--- config.mk ---
export PLATFORM = sky130hd
export DESIGN_NAME = gpio_mmio_bank_flat
export DESIGN_NICKNAME = d
export VERILOG_FILES = /design/src/rtl/gpio_pkg.sv /design/src/rtl/gpio_mmio_bank_if.sv /design/src/rtl/gpio_channel.sv /design/src/rtl/gpio_mmio_bank.sv /design/src/flat_wrapper.sv
export SDC_FILE = /design/constraint.sdc
export NUM_CORES = 1
export LEC_CHECK = 0
export BUFFER_PORTS_ARGS = -buffer_cell sky130_fd_sc_hd__clkbuf_2
export CAP_MARGIN = 20
export CORE_MARGIN = 2
export CORE_UTILIZATION = 60
export DETAILED_ROUTE_END_ITERATION = 6
export GPL_TIMING_DRIVEN = 1
export PLACE_DENSITY = 0.84
export REMOVE_ABC_BUFFERS = 1
export SYNTH_ARGS = -nofsm -noshare
export SYNTH_HDL_FRONTEND = slang
export SYNTH_SLANG_ARGS = --single-unit
--- constraint.sdc ---
create_clock -name clk -period 12.4 [get_ports clk]
set_clock_uncertainty 0.2 [all_clocks]
set_input_delay 0 -clock clk [delete_from_list [all_inputs] [get_ports clk]]
set_output_delay 0 -clock clk [all_outputs]
set_load 0.05 [all_outputs]
--- src/rtl/gpio_pkg.sv ---
// Shared constants for the memory-mapped GPIO bank: window geometry,
// per-channel register offsets and edge-detect mode encodings.
package gpio_pkg;

    // 128-byte window, 32 bytes per channel, word registers
    localparam int unsigned WINDOW_BITS      = 7;
    localparam int unsigned CHAN_STRIDE_BITS = 5;
    localparam int unsigned OFS_BITS         = 3;

    localparam logic [OFS_BITS-1:0] GPIO_OFS_OUT    = 3'd0;
    localparam logic [OFS_BITS-1:0] GPIO_OFS_IN     = 3'd1;
    localparam logic [OFS_BITS-1:0] GPIO_OFS_STATUS = 3'd2;
    localparam logic [OFS_BITS-1:0] GPIO_OFS_IRQ_EN = 3'd3;
    localparam logic [OFS_BITS-1:0] GPIO_OFS_MODE   = 3'd4;

    typedef enum logic [1:0] {
        MODE_RISE = 2'b00,
        MODE_FALL = 2'b01,
        MODE_BOTH = 2'b10,
        MODE_OFF  = 2'b11
    } gpio_mode_e;

endpackage

--- src/rtl/gpio_mmio_bank_if.sv ---
// Word-access memory bus between the datapath and the GPIO bank.
//   addr  : byte address (IorD mux)
//   wdata : write data (B register)
//   we    : write strobe (MemWrite)
//   rdata : combinational read data
//   hit   : address falls inside the bank window
interface gpio_mmio_bank_if #(
    parameter int unsigned WIDTH = 32
) ();
    logic [WIDTH-1:0] addr;
    logic [WIDTH-1:0] wdata;
    logic             we;
    logic [WIDTH-1:0] rdata;
    logic             hit;

    modport master (output addr, output wdata, output we, input rdata, input hit);
    modport slave  (input addr, input wdata, input we, output rdata, output hit);
endinterface

--- src/rtl/gpio_channel.sv ---
// One GPIO port: output register, two-flop input synchroniser, per-bit edge
// detection, W1C status, interrupt enable and mode registers.
//   clk, reset  : clock, asynchronous active-high reset
//   we          : write strobe already qualified for this channel
//   ofs         : register offset within the channel
//   wdata       : register write data (stored width)
//   mode_wdata  : low two write-data bits for the MODE register
//   prime_done  : edge detection enabled once the synchroniser has filled
//   pins        : asynchronous input pins
//   pins_o      : registered output pins
//   rdata_c     : read word for the addressed register
//   irq_c       : any enabled status bit set
module gpio_channel
    import gpio_pkg::*;
#(
    parameter int unsigned GPIO_WIDTH = 16
) (
    input  logic                  clk,
    input  logic                  reset,
    input  logic                  we,
    input  logic [OFS_BITS-1:0]   ofs,
    input  logic [GPIO_WIDTH-1:0] wdata,
    input  logic [1:0]            mode_wdata,
    input  logic                  prime_done,
    input  logic [GPIO_WIDTH-1:0] pins,
    output logic [GPIO_WIDTH-1:0] pins_o,
    output logic [GPIO_WIDTH-1:0] rdata_c,
    output logic                  irq_c
);

    logic [GPIO_WIDTH-1:0] out_q;
    logic [GPIO_WIDTH-1:0] status_q;
    logic [GPIO_WIDTH-1:0] irq_en_q;
    gpio_mode_e            mode_q;
    logic [GPIO_WIDTH-1:0] s1_q;
    logic [GPIO_WIDTH-1:0] s2_q;
    logic [GPIO_WIDTH-1:0] prev_q;

    logic [GPIO_WIDTH-1:0] rise;
    logic [GPIO_WIDTH-1:0] fall;
    logic [GPIO_WIDTH-1:0] edge_hit;
    logic [GPIO_WIDTH-1:0] w1c_mask;
    logic [GPIO_WIDTH-1:0] status_nxt;

    // Edge selection and status update; a new edge wins over a same-cycle clear
    always_comb begin
        rise     = s2_q & ~prev_q;
        fall     = ~s2_q & prev_q;
        edge_hit = '0;
        case (mode_q)
            MODE_RISE: edge_hit = rise;
            MODE_FALL: edge_hit = fall;
            MODE_BOTH: edge_hit = rise | fall;
            default:   edge_hit = '0;
        endcase
        if (!prime_done) begin
            edge_hit = '0;
        end
        w1c_mask = '0;
        if (we && (ofs == GPIO_OFS_STATUS)) begin
            w1c_mask = wdata;
        end
        status_nxt = (status_q & ~w1c_mask) | edge_hit;
    end

    // Register state
    always_ff @(posedge clk or posedge reset) begin
        if (reset) begin
            out_q    <= '0;
            status_q <= '0;
            irq_en_q <= '0;
            mode_q   <= MODE_RISE;
            s1_q     <= '0;
            s2_q     <= '0;
            prev_q   <= '0;
        end else begin
            s1_q     <= pins;
            s2_q     <= s1_q;
            prev_q   <= s2_q;
            status_q <= status_nxt;
            if (we) begin
                case (ofs)
                    GPIO_OFS_OUT:    out_q    <= wdata;
                    GPIO_OFS_IRQ_EN: irq_en_q <= wdata;
                    GPIO_OFS_MODE:   mode_q   <= gpio_mode_e'(mode_wdata);
                    default: ;
                endcase
            end
        end
    end

    // Register read mux
    always_comb begin
        rdata_c = '0;
        case (ofs)
            GPIO_OFS_OUT:    rdata_c = out_q;
            GPIO_OFS_IN:     rdata_c = s2_q;
            GPIO_OFS_STATUS: rdata_c = status_q;
            GPIO_OFS_IRQ_EN: rdata_c = irq_en_q;
            GPIO_OFS_MODE:   rdata_c = GPIO_WIDTH'(mode_q);
            default:         rdata_c = '0;
        endcase
    end

    assign pins_o = out_q;
    assign irq_c  = |(status_q & irq_en_q);

endmodule

--- src/rtl/gpio_mmio_bank.sv ---
// Memory-mapped multi-channel GPIO bank sitting beside the memory system.
// Decodes its own 128-byte window, fans writes out to the channels and
// muxes their read words back; irq is the OR of the channel interrupts.
//   clk, reset : clock, asynchronous active-high reset
//   bus        : word-access memory bus (slave side)
//   gpio_i     : asynchronous pins, channel c at [c*GPIO_WIDTH +: GPIO_WIDTH]
//   gpio_o     : registered output pins, same packing
//   irq        : combined interrupt
module gpio_mmio_bank
    import gpio_pkg::*;
#(
    parameter int unsigned      WIDTH      = 32,
    parameter int unsigned      GPIO_WIDTH = 16,
    parameter int unsigned      CHANNELS   = 2,
    parameter logic [WIDTH-1:0] BASE_ADDR  = 32'h0000_0400
) (
    input  logic                           clk,
    input  logic                           reset,
    gpio_mmio_bank_if.slave                bus,
    input  logic [CHANNELS*GPIO_WIDTH-1:0] gpio_i,
    output logic [CHANNELS*GPIO_WIDTH-1:0] gpio_o,
    output logic                           irq
);

    localparam int unsigned CSEL_BITS = WINDOW_BITS - CHAN_STRIDE_BITS;

    logic                  hit;
    logic [CSEL_BITS-1:0]  chan_sel;
    logic [OFS_BITS-1:0]   ofs;
    logic [1:0]            prime_q;
    logic                  prime_done;
    logic [GPIO_WIDTH-1:0] rd_words [CHANNELS];
    logic [CHANNELS-1:0]   irq_bits;
    logic [GPIO_WIDTH-1:0] rd_sel;
    logic                  unused_bits;

    // Address decode
    assign hit      = (bus.addr[WIDTH-1:WINDOW_BITS] == BASE_ADDR[WIDTH-1:WINDOW_BITS]);
    assign chan_sel = bus.addr[WINDOW_BITS-1:CHAN_STRIDE_BITS];
    assign ofs      = bus.addr[CHAN_STRIDE_BITS-1:2];

    // Byte offset and high write-data bits carry no information for the bank
    assign unused_bits = ^{bus.addr[1:0], bus.wdata};

    // Startup guard: holds off edge detection until the synchroniser and
    // prev stage have been loaded from real pin samples
    always_ff @(posedge clk or posedge reset) begin
        if (reset) begin
            prime_q <= 2'd0;
        end else if (prime_q != 2'd3) begin
            prime_q <= prime_q + 2'd1;
        end
    end
    assign prime_done = (prime_q == 2'd3);

    // Channels; unpopulated channel slots decode to holes
    for (genvar g = 0; g < CHANNELS; g++) begin : g_chan
        logic chan_we;
        assign chan_we = bus.we & hit & (chan_sel == CSEL_BITS'(g));

        gpio_channel #(
            .GPIO_WIDTH (GPIO_WIDTH)
        ) u_chan (
            .clk        (clk),
            .reset      (reset),
            .we         (chan_we),
            .ofs        (ofs),
            .wdata      (bus.wdata[GPIO_WIDTH-1:0]),
            .mode_wdata (bus.wdata[1:0]),
            .prime_done (prime_done),
            .pins       (gpio_i[g*GPIO_WIDTH +: GPIO_WIDTH]),
            .pins_o     (gpio_o[g*GPIO_WIDTH +: GPIO_WIDTH]),
            .rdata_c    (rd_words[g]),
            .irq_c      (irq_bits[g])
        );
    end

    // Read mux across channels
    always_comb begin
        rd_sel = '0;
        for (int unsigned i = 0; i < CHANNELS; i++) begin
            if (chan_sel == CSEL_BITS'(i)) begin
                rd_sel = rd_words[i];
            end
        end
    end

    assign bus.rdata = hit ? WIDTH'(rd_sel) : '0;
    assign bus.hit   = hit;
    assign irq       = |irq_bits;

endmodule
--- src/flat_wrapper.sv ---
// flat-port wrapper written by rule: the top's interface ports become plain ports
module gpio_mmio_bank_flat import gpio_pkg::*;
#(
    parameter int unsigned      WIDTH      = 32,
    parameter int unsigned      GPIO_WIDTH = 16,
    parameter int unsigned      CHANNELS   = 2,
    parameter logic [WIDTH-1:0] BASE_ADDR  = 32'h0000_0400
)
  (clk, reset, gpio_i, gpio_o, irq, bus_addr, bus_wdata, bus_we, bus_rdata, bus_hit);
  gpio_mmio_bank_if #(.WIDTH(WIDTH)) bus_i ();
  input  logic clk;
  input  logic reset;
  input  logic [CHANNELS*GPIO_WIDTH-1:0] gpio_i;
  output logic [CHANNELS*GPIO_WIDTH-1:0] gpio_o;
  output logic irq;
  input wire logic [$bits(bus_i.addr)-1:0] bus_addr;
  input wire logic [$bits(bus_i.wdata)-1:0] bus_wdata;
  input wire logic [$bits(bus_i.we)-1:0] bus_we;
  output wire logic [$bits(bus_i.rdata)-1:0] bus_rdata;
  output wire logic [$bits(bus_i.hit)-1:0] bus_hit;
  assign bus_i.addr = bus_addr;
  assign bus_i.wdata = bus_wdata;
  assign bus_i.we = bus_we;
  assign bus_rdata = bus_i.rdata;
  assign bus_hit = bus_i.hit;
  gpio_mmio_bank #(.WIDTH(WIDTH), .GPIO_WIDTH(GPIO_WIDTH), .CHANNELS(CHANNELS), .BASE_ADDR(BASE_ADDR)) u_core (.clk(clk), .reset(reset), .bus(bus_i), .gpio_i(gpio_i), .gpio_o(gpio_o), .irq(irq));
endmodule
==> metrics.cfg <==
[power]
peakVddDrop_mv=0.135
p_sw_share_pct=24.3
powerDensity_nw_per_um2=111
p_switching_uw=321
p_clk_share_pct=39.8
combinationalPowerShare_pct=9.3
leakage_nw=5.66
internal-power_uw=998
seqPwrFrac_pct=51.0

[timing]
period_minus_slack_ns=3.36
hold_slack_ns=0.00163
relSlewSlack_pct=38.1
period_share_pct=27.1
final.setup.tns_ns=0
finalHoldViolCount=0
rsz0062_at_grt=false
fmax_mhz=297
tightest_slew_ns=0.928
finalSetupViolCount=0
slew_viol_final=0
fin_ws_ns=9.04

[global_routing]
first_global_vias=7163
gr-total-overflow=0
antenna_found_initial=0
use_met1_pct=37.1
grt_max_degree=141
grt_usage_pct=28.1
grtUsageMet3_pct=6.34
grt_pass1_wl_mm=37.9
use_met2_pct=46.2
grt-busiest-layer=met2

[cts]
ctsLongestPathBuffers=2
clkTransAtPathRegs_ns=0.07
h-tree-depth=4
postCtsSetupRepairBufs=0
cts_tree=yes
clk_latency_ns=0.44
clkSinkCount=198
cts_root_buf=clkbuf_16
cts_buffers=17

[finish]
fill_cells=1008
nNetsFinal=1109
postLayoutCellArea_sq_um=11800
drive_gt1_share_pct=29.9
area_growth_pct=20.7
seq_area_sq_um=4950
diodes=0
multi_input_area_sq_um=4340

[detailed_routing]
first_pass_iters=5
ant_nets=0
via_per_inst=5.91
first_iter_violations=556
vias=6934
drcViolationCount=0
wire_per_inst_microns=19.9
routed_wl_mm=23.3

[die]
io_pins=165
core_area_sq_um=15900
die-area_sq_um=17400
die_height_microns=132
rows=46
initial_utilization_pct=61.6
die_x_microns=132

[yosys]
synth_area_per_cell_sq_um=13.1
synth.distinct_cells=43
seq_area_frac_synth_pct=50.5
netlist_area_sq_um=9810
ys_async_sr_fraction_pct=100
synth_top_area_share_pct=50.5
synth.mux.area_fraction_pct=21.3
ys_seq_elements=198
synth_top_area_cell=dfrtp_1
synthesis.instances=751
yosysMostFrequentCell=dfrtp_1
synth_compound_area_share_pct=7.68
synth_edf_count=0
synth_top_family_by_area=multiplexers
ys_top_cells_by_count=198 x dfrtp_1, 66 x inv_1, 65 x ha_1
synthSimpleGateAreaFrac_pct=6.26
synthTopCellsByArea=dfrtp_1 50%, ha_1 8.3%, mux4_2 6.4%
synth_xor_area_share_pct=0.0893
synthAdderAreaFrac_pct=8.29
yosysWarnings=0
dominantRegCellSynth=dfrtp_1

[critical_path]
required_ns=12.52
reg2reg_to=u_core.g_chan[1].u_chan.status_q[1]$_DFF_PP0_
r2r_slack_ns=9.70
r2r_cells=4
r2r-start=u_core.g_chan[1].u_chan.mode_q[1]$_DFFE_PP0P_
cp_slowest_cell=dlygate4sd3_1
path_max_fanout=10
worst_setup_path_start_kind=input port
cp_common_cell=dlygate4sd3_1
worst_path_largest_cell_delay_ns=0.67
worstPathCellList=dlygate4sd3_1 > clkbuf_2 > nor4_2 > dlygate4sd3_1 > nand3_4 > dlygate4sd3_1 > nor4_4 > a31oi_1 > dlygate4sd3_1
cp-end-kind=flip-flop
crit_type=in -> reg
crit_arrival_ns=3.48

[placed_design]
placed_area_sq_um=10600
place.port_buffers=130
dpl.hpwl_mm=14.4
place.gp.congestion=0.777
pre_cts_slack_ns=9.50

[min_path]
min_from=gpio_i[20]
min_to=u_core.g_chan[1].u_chan.s1_q[4]$_DFF_PP0_
holdPathStages=2
hold_class=in -> reg

[outcome]
status=finished, final reports clean

[run]
maxCapViolations=0

[stage by stage]
stage               utilization [%]  total power [mW]  std cells
finish                         74.3              1.32       1173
global route                   74.3              1.37       1173
CTS                            74.3              1.32       1173
detailed placement             66.3             0.789       1070
global placement               66.3             0.783       1070
floorplan                         -             0.746        711
[worst max-delay path by stage]
stage	startpoint	end	slack, ns	depth (start not counted)
floorplan	reset	u_core.g_chan[0].u_chan.irq_en_q[0]$_DFFE_PP0P_	6.80	1
global placement	bus_addr[5]	u_core.g_chan[1].u_chan.pins_o[5]$_DFFE_PP0P_	9.58	6
detailed placement	bus_addr[5]	u_core.g_chan[1].u_chan.pins_o[3]$_DFFE_PP0P_	9.50	6
CTS	bus_addr[27]	bus_rdata[8]	9.02	8
global route	bus_addr[27]	bus_rdata[9]	8.90	8
finish	bus_addr[27]	u_core.g_chan[0].u_chan.status_q[7]$_DFF_PP0_	9.04	9
[placed cells by master (no fill, tap or decap), types with 18 or more instances in the layout]
cell           count
mux2_2            31
mux2i_1           51
o22ai_1           32
dfrtp_1          198
dlygate4sd3_1     72
nand2_1           38
ha_1              64
mux4_2            28
a31oi_1           32
inv_1             65
a21oi_1           36
nor2_1            18
mux2_4            40
clkbuf_2         130
[cell families after synthesis]
family	after synthesis
compound gates	124
xor+xnor	1
fa+ha+maj	65
buf+inv	121
flops	198
mux	150
other cells	1
simple gates	91
[critical path: cells and delay by family]
kind	cells	cell delay, ns
buf+inv	5	2.51
compound gates	1	0.14
simple gates	3	0.82
[power by group through the flow]
stage | Combinational [mW] | Sequential, mW | Clock [mW]
detailed placement | 0.104 | 0.685 | 0
global placement | 0.0996 | 0.684 | 0
global route | 0.136 | 0.674 | 0.556
CTS | 0.122 | 0.672 | 0.528
floorplan | 0.0651 | 0.681 | 0
finish | 0.122 | 0.673 | 0.525
[state kept, by name, summed over array words and instances, names as in the netlist]
signal                         cells
u_core.g_chan.u_chan.irq_en_q     32
u_core.g_chan.u_chan.mode_q        4
u_core.g_chan.u_chan.pins_o       32
u_core.g_chan.u_chan.prev_q       32
u_core.g_chan.u_chan.s1_q         32
u_core.g_chan.u_chan.s2_q         32
u_core.g_chan.u_chan.status_q     32
u_core.prime_q                     2
[final cells by class]
| type | count | share of cell area [%] |
|---|---|---|
| flip-flops and latches | 198 | 41.8 |
| multi-input cells | 447 | 36.7 |
| repair buffers | 215 | 12.4 |
| clock buffers | 21 | 3.80 |
| well taps | 216 | 2.28 |
| inverters | 66 | 2.16 |
| clock inverters | 10 | 0.835 |
[per-layer routing]
layer | vias up | routed length [microns]
li1 | 3056 | -
met1 | 3516 | 9610
met5 | - | 0
met3 | 48 | 1540
met2 | 314 | 11600
met4 | 0 | 551
[repair_timing]
action,in CTS,in global routing
gates resized for setup,0,0
endpoints found under the hold margin,271,0
hold buffers,72,0
(Power assumes the default switching activity.)
